## config.mk

```make
export PLATFORM = sky130hd
export DESIGN_NAME = ring_token_sched
export DESIGN_NICKNAME = d
export VERILOG_FILES = /design/src/rtl/ring_token_sched.sv
export SDC_FILE = /design/constraint.sdc
export NUM_CORES = 1
export LEC_CHECK = 0
export BUFFER_PORTS_ARGS = -buffer_cell sky130_fd_sc_hd__buf_2
export CAP_MARGIN = 20
export CELL_PAD_IN_SITES_DETAIL_PLACEMENT = 0
export CELL_PAD_IN_SITES_GLOBAL_PLACEMENT = 1
export CORE_ASPECT_RATIO = 2
export CORE_MARGIN = 2
export CORE_UTILIZATION = 25
export DETAILED_ROUTE_END_ITERATION = 6
export GPL_TIMING_DRIVEN = 1
export HOLD_SLACK_MARGIN = 0.02
export PLACE_DENSITY = 0.44
export SKIP_LAST_GASP = 1
export SLEW_MARGIN = 20
export SYNTH_ARGS = -nofsm -noshare
export SYNTH_HDL_FRONTEND = slang
export SYNTH_SLANG_ARGS = --single-unit
```

## constraint.sdc

```tcl
create_clock -name clk -period 2.4 [get_ports clk]
set_input_delay 0.12 -clock clk [delete_from_list [all_inputs] [get_ports clk]]
set_output_delay 0.12 -clock clk [all_outputs]
set_load 0.03 [all_outputs]
```

## src/rtl/ring_token_sched.sv

```systemverilog
// ring_token_sched: single-token ring arbiter with a hold limit,
// timeout-driven token regeneration, starvation flag and round pulse.
module ring_token_sched #(
  parameter int N          = 4,
  parameter int IDW        = 2,
  parameter int HOLD_MAX   = 3,
  parameter int TIMEOUT    = 8,
  parameter int STARVE_MAX = 24
) (
  input  logic           clk,
  input  logic           reset_n,
  input  logic [N-1:0]   req,
  input  logic [N-1:0]   rel,
  input  logic           loss,
  output logic [N-1:0]   grant,
  output logic [IDW-1:0] token_pos,
  output logic           token_valid,
  output logic           regen,
  output logic           error,
  output logic           objective
);

  localparam int HW = $clog2(HOLD_MAX + 1);
  localparam int LW = $clog2(TIMEOUT + 1);
  localparam int SW = $clog2(STARVE_MAX + 1);

  typedef enum logic [2:0] {
    S_INIT,
    S_AT,
    S_HOLD,
    S_PASS,
    S_LOST
  } state_t;

  state_t               state_q;
  state_t               state_n;
  logic [IDW-1:0]       pos_n;
  logic [HW-1:0]        hold_q;
  logic [HW-1:0]        hold_n;
  logic [LW-1:0]        lost_q;
  logic [LW-1:0]        lost_n;
  logic                 regen_n;
  logic                 cur_req;
  logic                 cur_rel;
  logic [N-1:0]         grant_n;
  logic [N-1:0]         served_q;
  logic [N-1:0]         served_n;
  logic [N-1:0]         served_set;
  logic                 obj_n;
  logic                 starve;
  logic [N-1:0][SW-1:0] wait_q;
  logic [N-1:0][SW-1:0] wait_n;

  assign cur_req = req[token_pos];
  assign cur_rel = rel[token_pos];

  always_comb begin
    state_n = state_q;
    pos_n   = token_pos;
    hold_n  = hold_q;
    lost_n  = lost_q;
    regen_n = 1'b0;
    unique case (state_q)
      S_INIT: begin
        state_n = S_AT;
        pos_n   = '0;
      end
      S_AT: begin
        if (cur_req) begin
          state_n = S_HOLD;
          hold_n  = '0;
        end else begin
          state_n = S_PASS;
        end
      end
      S_HOLD: begin
        hold_n = hold_q + 1'b1;
        if (cur_rel || !cur_req ||
            hold_q == HW'(HOLD_MAX - 1)) begin
          state_n = S_PASS;
          hold_n  = '0;
        end
      end
      S_PASS: begin
        if (loss) begin
          state_n = S_LOST;
          lost_n  = '0;
        end else begin
          state_n = S_AT;
          pos_n   = (token_pos == IDW'(N - 1)) ?
                    '0 : token_pos + 1'b1;
        end
      end
      S_LOST: begin
        lost_n = lost_q + 1'b1;
        if (lost_q == LW'(TIMEOUT - 1)) begin
          state_n = S_AT;
          pos_n   = '0;
          lost_n  = '0;
          regen_n = 1'b1;
        end
      end
      default: begin
        state_n = S_INIT;
      end
    endcase
  end

  // a node counts as served on the cycle its grant rises
  always_comb begin
    grant_n = '0;
    if (state_n == S_HOLD) grant_n[pos_n] = 1'b1;
    served_set = served_q | (grant_n & ~grant);
    obj_n      = &served_set;
    served_n   = obj_n ? '0 : served_set;
  end

  always_comb begin
    wait_n = wait_q;
    starve = 1'b0;
    for (int i = 0; i < N; i++) begin
      if (!req[i] || grant[i]) begin
        wait_n[i] = '0;
      end else if (wait_q[i] != SW'(STARVE_MAX)) begin
        wait_n[i] = wait_q[i] + 1'b1;
      end
      if (wait_n[i] == SW'(STARVE_MAX)) starve = 1'b1;
    end
  end

  always_ff @(posedge clk or negedge reset_n) begin
    if (!reset_n) begin
      state_q     <= S_INIT;
      token_pos   <= '0;
      hold_q      <= '0;
      lost_q      <= '0;
      grant       <= '0;
      token_valid <= 1'b0;
      regen       <= 1'b0;
      error       <= 1'b0;
      objective   <= 1'b0;
      served_q    <= '0;
      wait_q      <= '0;
    end else begin
      state_q     <= state_n;
      token_pos   <= pos_n;
      hold_q      <= hold_n;
      lost_q      <= lost_n;
      grant       <= grant_n;
      token_valid <= (state_n == S_AT) ||
                     (state_n == S_HOLD);
      regen       <= regen_n;
      error       <= error | starve;
      objective   <= obj_n;
      served_q    <= served_n;
      wait_q      <= wait_n;
    end
  end

endmodule

```

==> results of run 1 <==
## Yosys cell counts, types with 2 or more instances
cell type and instances:
clkbuf_1 2, dfrtp_1 43, nor2b_1 4, nand2_1 9, a22o_1 2, o31ai_1 2
a21boi_1 2, and2_1 4, mux2i_1 6, nor3b_1 2, a21oi_1 7, inv_1 17
nand2b_1 11, o21ai_0 8, o22ai_1 2, nand3b_1 4, a21boi_0 3, ha_1 11
a211oi_1 2, xnor2_1 6, nor3_1 2, nand4b_1 4, o2111ai_1 2, nand3_1 16
xor2_1 8, a21o_1 2, or4bb_1 2, nor2_1 28
## power breakdown
group / leakage, µW / total (µW) / switching, µW / internal, µW
clock: 0.0000679 / 647 / 263 / 384
sequential: 0.000570 / 1040 / 167 / 874
combinational: 0.000608 / 973 / 567 / 406
total: 0.00125 / 2660 / 996 / 1660
## per-layer routing
layer  share of wire, %  routed length [µm]  vias up  global-route usage (%)
met3                2.5                 139        7                    1.96
met1                 35                1950      833                    11.5
met4                2.8                 159        0                    5.66
li1                   -                   -      839                       -
met2                 60                3340       26                    23.8
met5                  0                   0        -                       0
## cell usage in the layout (no fill, tap or decap), drive strengths merged, types with 7 or more instances in the layout
cell,n
buf,24
o21ai,8
nand2b,11
a21oi,7
nand2,9
inv,18
xor2,8
nand3,16
dfrtp,43
clkbuf,7
nor2,28
ha,11
## through the flow
step	TNS (ns)	utilization, %	cell area (µm²)
6_report	0	30.1	2680
4_1_cts	0	30.0	2670
5_1_grt	0	30.1	2680
3_5_place_dp	-0.0355	28.3	2520
3_3_place_gp	-0.136	28.3	2520
2_1_floorplan	0	-	2270
## cell type report
class / instances / area share [%]
multi-input cells: 163 / 42.1
well taps: 102 / 4.77
inverters: 18 / 2.52
flip-flops and latches: 43 / 40.2
clock inverters: 1 / 0.187
repair buffers: 25 / 5.23
clock buffers: 7 / 4.95
## worst paths after layout
| check | to | cells past startpoint |
|---|---|---|
| setup / recovery | objective | 6 |
| hold / removal | state_q[2] | 3 |
| setup reg to reg | objective | 6 |
| hold reg to reg | error | 1 |
| max in group asynchronous | token_pos[0] | 3 |
| min in group asynchronous | state_q[0] | 2 |
## critical path, cell delays in order, from the launching register on
cell	delay, ns
dfrtp_1	0.46
or3b_1	0.40
a32o_2	0.29
a211oi_4	0.40
mux2i_1	0.13
a22o_1	0.25
and2_1	0.16
## flip-flops by register name (all words and copies together), names as in the netlist
| register | count |
|---|---|
| error | 1 |
| grant | 4 |
| hold_q | 2 |
| lost_q | 4 |
| objective | 1 |
| regen | 1 |
| served_q | 4 |
| state_q | 3 |
| token_pos | 2 |
| token_valid | 1 |
| wait_q | 20 |
## cell families (layout without fill, tap and decap cells)
group           count (synthesis)  count (layout)  synth area share [%]
fa+ha+maj                      11              11                  6.06
xor+xnor                       14              14                  5.40
mux                             7               7                  3.63
buf+inv                        21              51                  3.52
simple gates                   95              95                  22.9
compound gates                 36              36                  11.2
flops                          43              43                  47.4
## repair_timing
action / in CTS / in global routing
endpoints found under the hold margin: 15 / 0
hold buffers: 1 / 0
setup endpoints to repair: 4 / 5
resized for setup: 1 / 3
==> impl_results.md, run 1 <==
* Outcome: finished clean
* WL/cell at 15.6 µm
* Register Area at 1080 µm²
* Slew headroom at 70.0%
* Filler cells at 931
* Unrepaired setup endpoints after global routing: false
* Wire length of the first global-routing pass at 9.10 mm
* Fin Hold WS at 0.157 ns
* Setup bufs post-CTS at 0
* IO Count at 21
* Multi-input logic area at 1130 µm²
* Final Worst Setup Slack at 0.206 ns
* Slew @ Worst Pin at 0.446 ns
* Layout Skew at 0.00206 ns
* Tot Pwr at 2660 µW
* Cell count after synthesis at 227
* Clock latency on the worst-skew pair at 0.28 ns
* Leading area contributor after synthesis: dfrtp_1
* Clk buf depth at 2
* Sequential share of the synthesized area at 47.4%
* # placed instances at 350
* Mapped Nets at 249
* CTS Buf Count at 5
* Final slew viol count at 0
* Drt pass-1 iters at 4
* Ys async rst share at 100%
* CP startpoint kind: flip-flop
* Syn_area_per_cell at 10.0 µm²
* Final Hold Fails at 0
* Top cell type's share of synthesized area at 47.4%
* Clock transition at the registers of the reported paths at 0.06 ns
* Max-Cap Viols at 0
* Synth Register Bits at 43
* Nets@finish at 278
* Die width at 71.4 µm
* Final worst path period share at 91.4%
* Post-route ant nets at 0
* Synth warn at 0
* Highest clock rate at 456 MHz
* Synthesized area at 2270 µm²
* Die Area at 9910 µm²
* Most frequently used flop master after synthesis: dfrtp_1
* HP Class: in2reg
* CP endpoint kind: flip-flop
* Antenna violations before repair at 0
* Worst EP required at 2.57 ns
* R2r startpoint: state_q[2]
* DIE HEIGHT at 139 µm
* Worst Path Arrival at 2.37 ns
* Global-route total usage across every layer at 12.1%
* Worst Min Path Start: loss
* GRT overflow at 0
* Routability cong. at 0.718
* # setup viols final at 0
* Power density cells at 994 nW/µm²
* Slack of the worst reg-to-reg path at 0.21 ns
* Leakage at 0.00125 µW
* Initial Utilization at 25.6%
* Worst vdd ir at 0.000440 V
* DRC Markers at 0
* Final wirelength at 5.59 mm
* CP Class: reg2reg
* Area delta synth->final at 17.8%
* Yosys cell types at 44
* Vias at 1,705
* Finished Layout Cells at 359
* DP Worst Slack at -0.0138 ns
* Minimum clock period at 2.19 ns
* Drt via density at 4.75
* DP HPWL at 4.45 mm
* Core footprint at 8890 µm²
* Layout cells sized above 1 at 15.6%
* Pin count of the biggest net entering global routing at 29
* Critical path origin: state_q[2]
* CTS tree: yes
* Post-synth EDFFs at 0
* Antenna Cells at 0
* Root Buffer: clkbuf_16
* I/O Buffers at 20
* Via count of the first global-routing pass at 1,847
* H-tree lvl count at 2
* First DRT Iteration DRCs at 61
* Crit-path max FO at 10
* Clock sink count at 43
* Row cnt at 49
* Synth area leaders: dfrtp_1, ha_1, nor2_1
No activity file was read; power rests on OpenSTA's default activity.
==> inputs of run 2 (changes only) <==
Settings changed: MAX_ROUTING_LAYER set to met4.
==> run 2 against run 1 <==
Clock power barely moved. First-iteration DRC count rose by 6.6%. Largest cell class unchanged. Register-to-register slack barely moved. Flip-flop and latch count did not move.
==> impl_results.md, run 2 (synthesis results as in run 1) <==
* First DRT Iteration DRCs at 65 (+6.6%)
* Max FFs per register at 20 (unchanged)
* CP startpoint kind: flip-flop
* Final worst path period share at 91.3% (-0.11 points)
* Via count of the first global-routing pass at 1,844 (-0.16%)
* Post-route ant nets at 0 (unchanged)
* Clock latency on the worst-skew pair at 0.28 ns (about the same)
* Unrepaired setup endpoints after global routing: false
* Worst Path Arrival at 2.36 ns (about the same)
* Clock sink count at 43 (unchanged)
* CTS Buf Count at 5 (unchanged)
* WL/cell at 15.5 µm (-0.11%)
* Comb power frac at 36.6% (about the same)
* Routability cong. at 0.726 (+1.2%)
* Clk buf depth at 2 (unchanged)
* Area delta synth->final at 17.8% (unchanged)
* Crit-path max FO at 10 (unchanged)
* Slew headroom at 70.0% (about the same)
* Power density cells at 993 nW/µm² (about the same)
* Initial Utilization at 25.6% (unchanged)
* Minimum clock period at 2.19 ns (-0.00273 ns)
* GRT overflow at 0 (unchanged)
* Sw Share at 37.4% (-0.053 points)
* # setup viols final at 0 (unchanged)
* Nets@finish at 278 (unchanged)
* Worst-path cell chain: or3b_1 > a32o_2 > a211oi_4 > mux2i_1 > a22o_1 > and2_1
* Final slew viol count at 0 (unchanged)
* I/O Buffers at 20 (unchanged)
* Finished Layout Cells at 359 (unchanged)
* Most flops, register: wait_q
* Final Hold Fails at 0 (unchanged)
* CP top delay family: compound AO/OA/AOI/OAI gates
* Vias at 1,705 (unchanged)
* DIE HEIGHT at 139 µm (unchanged)
* Most frequent cells in the layout: dfrtp_1, nor2_1, buf_2
* Leading cell type in the layout, fill and taps excluded: dfrtp_1
* Clock transition at the registers of the reported paths at 0.06 ns (about the same)
* DRC Markers at 0 (unchanged)
* Slew @ Worst Pin at 0.446 ns (+0.000266 ns)
* # placed instances at 350 (unchanged)
* Layout Skew at 0.00184 ns (-0.000226 ns)
* Antenna Cells at 0 (unchanged)
* CP Buf/Inv Count at 0 (unchanged)
* Tot Pwr at 2660 µW (about the same)
* CP endpoint kind: flip-flop
* CP Class: reg2reg
* Antenna violations before repair at 0 (unchanged)
* Drt via density at 4.75 (unchanged)
* H-tree lvl count at 2 (unchanged)
* Internal power at 1660 µW (about the same)
* Layout cells sized above 1 at 15.6% (unchanged)
* Core footprint at 8890 µm² (unchanged)
* Worst vdd ir at 0.000440 V (about the same)
* Max incr delay on CP at 0.46 ns (about the same)
* Clock power frac at 24.3% (about the same)
* Worst EP required at 2.57 ns (about the same)
* DP HPWL at 4.45 mm (unchanged)
* Highest clock rate at 456 MHz (+0.12%)
* Die Area at 9910 µm² (unchanged)
* Max-Cap Viols at 0 (unchanged)
* Final wirelength at 5.58 mm (-0.11%)
* Row cnt at 49 (unchanged)
* Pin count of the biggest net entering global routing at 29 (unchanged)
* HP Class: in2reg
* Die width at 71.4 µm (unchanged)
* NetSw at 994 µW (-0.23%)
* Drt pass-1 iters at 4 (unchanged)
* Outcome: finished clean
* Root Buffer: clkbuf_16
* CP max-delay cell: dfrtp_1
* Leakage at 0.00125 µW (unchanged)
* IO Count at 21 (unchanged)
* Wire length of the first global-routing pass at 9.10 mm (unchanged)
* Global-route total usage across every layer at 12.4% (+0.35 points)
* Seq pwr share at 39.1% (about the same)
* CTS tree: yes
run 2: worst reg2reg max path: stages, from the launching register on:
cell      delay (ns)
dfrtp_1         0.46
or3b_1          0.40
a32o_2          0.29
a211oi_4        0.40
mux2i_1         0.13
a22o_1          0.25
and2_1          0.16
run 2: per-stage QoR:
step                setup WS [ns]  util (%)  hold slack [ns]  area [µm²]  TNS, ns
finish                      0.208      30.1            0.158        2680        0
global route               0.0273      30.1            0.164        2680        0
CTS                        0.0293      30.0            0.148        2670        0
detailed placement        -0.0138      28.3           0.0903        2520  -0.0355
global placement          -0.0426      28.3           0.0931        2520   -0.136
floorplan                   0.298         -           -0.176        2270        0
run 2: path summary, 6_finish.rpt:
check                                start            to  slack, ns  depth (start not counted)
worst max-delay path            state_q[2]     objective       0.21                          6
worst min-delay path                  loss    state_q[2]       0.16                          3
worst max register to register  state_q[2]     objective       0.21                          6
worst min register to register       error         error       0.48                          1
max in group asynchronous          reset_n  token_pos[0]       1.34                          3
min in group asynchronous          reset_n    state_q[0]       0.31                          2
run 2: layout make-up:
cell class	count	area, µm²
clock buffers	7	133
repair buffers	25	140
well taps	102	128
clock inverters	1	5.00
flip-flops and latches	43	1080
inverters	18	67.6
fillers	931	6210
multi-input cells	163	1130
run 2: what timing repair did:
| action | in CTS | in global routing |
|---|---|---|
| gates resized for setup | 1 | 3 |
| buffers inserted | 0 | 0 |
| hold buffers | 1 | 0 |
| setup endpoints to repair | 4 | 5 |
| endpoints found under the hold margin | 15 | 0 |
run 2: power groups by stage:
stage	logic, µW	clock network, µW	registers, µW
after floorplan	655	0	1050
after global placement	989	0	1050
after detailed placement	974	0	1050
after CTS	985	689	1040
after global routing	1080	705	1070
final	974	646	1040
run 2: routing by layer:
metal  vias to the layer above  wire length [µm]  GRT usage [%]
li1                        843                 -              -
met1                       836              1950           11.4
met2                        22              3410           23.8
met3                         4               123           1.96
met4                         0                98           5.66
met5                         -                 0              -
==> inputs of run 3 (changes only) <==
Settings changed: CORE_ASPECT_RATIO 2 to not set.
==> run 3 against run 2 <==
Clock-buffer cell count down 1. Routed wire length down 14%. Design area shrank 2.1%. Power fell by 8.8%. Combinational power shrank 4.8%. Clock skew up 0.0065 ns. Core utilization is 0.21 points lower. Non-clock buffer count unchanged. Largest power group unchanged.
==> impl_results.md, run 3 (synthesis results as in run 1) <==
* CP endpoint kind: flip-flop
* Root Buffer: clkbuf_8
* Fin util at 29.9% (-0.21 points)
* Internal power at 1470 µW (-12%)
* Wire length of the first global-routing pass at 8.16 mm (-10%)
* Final slew viol count at 0 (unchanged)
* DRC Markers at 0 (unchanged)
* DIE HEIGHT at 99.3 µm (-28%)
* Max incr delay on CP at 0.52 ns (+0.06 ns)
* Die width at 99.3 µm (+39%)
* Crit-path max FO at 10 (unchanged)
* Die Area at 9870 µm² (-0.46%)
* GRT overflow at 0 (unchanged)
* H-tree lvl count at 2 (unchanged)
* IO Count at 21 (unchanged)
* Leading cell type in the layout, fill and taps excluded: dfrtp_1
* # setup viols final at 0 (unchanged)
* Highest clock rate at 462 MHz (+1.3%)
* CP top delay family: compound AO/OA/AOI/OAI gates
* Setup bufs post-CTS at 0 (unchanged)
* Met2 Track Usage GR at 15.6% (-8.2 points)
* CP max-delay cell: dfrtp_2
* Layout Skew at 0.00833 ns (+0.00649 ns)
* I/O Buffers at 20 (unchanged)
* Global-route total usage across every layer at 11.0% (-1.5 points)
* Met1 Use GR at 15.1% (+3.7 points)
* Sw Share at 39.6% (+2.2 points)
* Slew @ Worst Pin at 0.417 ns (-0.0291 ns)
* Pin count of the biggest net entering global routing at 30 (+3.4%)
* Row cnt at 34 (-31%)
* CTS Buf Count at 5 (unchanged)
* Via count of the first global-routing pass at 1,633 (-11%)
* Power density cells at 925 nW/µm² (-6.8%)
* WL/cell at 13.2 µm (-15%)
* Initial Utilization at 25.9% (+0.37 points)
* Comb power frac at 38.2% (+1.6 points)
* HP Class: in2reg
* Clock sink count at 43 (unchanged)
* Vias at 1,663 (-2.5%)
* Worst-path cell chain: mux4_2 > inv_1 > a311oi_1 > nor2b_1 > a21o_1 > a21boi_0
* CP startpoint kind: flip-flop
* Clock power frac at 19.3% (-5.0 points)
* Worst vdd ir at 0.000397 V (-10%)
* Clk buf depth at 2 (unchanged)
* Setup TNS at 0 ns (unchanged)
* Max FFs per register at 20 (unchanged)
* CTS tree: yes
* Most used routing layer: met2
* Worst Path Arrival at 2.39 ns (+0.03 ns)
* Antenna Cells at 0 (unchanged)
* NetSw at 960 µW (-3.5%)
* Area delta synth->final at 15.4%
* Drt pass-1 iters at 4 (unchanged)
* Nets@finish at 278 (unchanged)
* Max-Cap Viols at 0 (unchanged)
* Unrepaired setup endpoints after global routing: false
* Final Hold Fails at 0 (unchanged)
* Layout cells sized above 1 at 14.8% (-0.78 points)
* Clock latency on the worst-skew pair at 0.30 ns (+0.02 ns)
* Final worst path period share at 90.2% (-1.2 points)
* Routability cong. at 0.735 (+1.1%)
* Clock transition at the registers of the reported paths at 0.08 ns (+0.02 ns)
* Leakage at 0.00122 µW (-2.3%)
* Final wirelength at 4.81 mm (-14%)
* Outcome: finished clean
* Met3 usage at 2.60% (+0.64 points)
* DP HPWL at 3.64 mm (-18%)
* Worst EP required at 2.62 ns (+0.05 ns)
* Minimum clock period at 2.16 ns (-0.0277 ns)
* Most frequent cells in the layout: dfrtp_1, nor2_1, buf_2
* Drt via density at 4.56 (-4.1%)
* CP Buf/Inv Count at 1 (+1)
* First DRT Iteration DRCs at 41 (-37%)
* Seq pwr share at 42.5% (+3.4 points)
* CP Class: reg2reg
* Core footprint at 8760 µm² (-1.4%)
* Most flops, register: wait_q
* Antenna violations before repair at 0 (unchanged)
* Post-route ant nets at 0 (unchanged)
* Slew headroom at 72.1% (+2.1 points)
[run 3: cell types whose count changed in the layout (fill, tap and decap cells not counted)]
cell / previous run / this run
clkbuf_8: 0 / 5
clkbuf_16: 5 / 0
nor2b_2: 2 / 0
clkinvlp_4: 0 / 1
clkbuf_1: 2 / 1
nor2b_1: 2 / 4
a311oi_2: 1 / 0
a311oi_1: 0 / 1
[run 3: final cells by class]
type / count / area, µm²
Fill cell: 930 / 6140
Multi-Input combinational cell: 163 / 1120
Sequential cell: 43 / 1080
Timing Repair Buffer: 25 / 140
Tap cell: 108 / 135
Clock buffer: 6 / 72.6
Inverter: 18 / 67.6
Clock inverter: 2 / 12.5
[run 3: per-stage QoR]
step                      instance area (µm²)  setup WS, ns  instances  total power (µW)  hold slack, ns
final                                    2620         0.236        365              2420           0.137
after global routing                     2620        0.0480        365              2630           0.150
after CTS                                2620         0.110        365              2470           0.134
after detailed placement                 2520         0.137        356              1980          0.0567
after global placement                   2520        0.0583        356              2020          0.0616
after floorplan                          2270         0.298        227              1710          -0.176
[run 3: worst paths after layout]
kind / cells after the start / slack, ns / endpoint / start
max in group asynchronous: 3 / 1.41 / token_pos[0] / reset_n
min in group asynchronous: 2 / 0.25 / wait_q[7] / reset_n
max reg2reg: 6 / 0.24 / served_q[0] / token_pos[0]
max: 6 / 0.24 / served_q[0] / token_pos[0]
min: 3 / 0.14 / state_q[2] / loss
min reg2reg: 1 / 0.47 / regen / lost_q[3]
[run 3: what timing repair did]
action                                 in CTS  in global routing
endpoints found under the hold margin      14                  0
gates resized for setup                     0                  1
hold buffers                                1                  0
setup endpoints to repair                   0                  5
[run 3: worst register-to-register path, stage by stage (launching register included)]
cell and delay, ns:
dfrtp_2 0.52, mux4_2 0.43, inv_1 0.07, a311oi_1 0.37, nor2b_1 0.36, a21o_1 0.17, a21boi_0 0.17
[run 3: per-layer routing]
layer  share of wire [%]  up-vias  wire [µm]
met3                 3.2        7        152
met1                  52      789       2480
met2                  44       23       2110
met4                 1.6        0         75
li1                    -      844          -
met5                   0        -          0
[run 3: power by group through the flow]
stage / Combinational, µW / Sequential [µW] / Clock [µW]
4_1_cts: 944 / 1030 / 494
3_5_place_dp: 936 / 1040 / 0
6_report: 927 / 1030 / 467
2_1_floorplan: 655 / 1050 / 0
5_1_grt: 1050 / 1060 / 522
3_3_place_gp: 970 / 1050 / 0
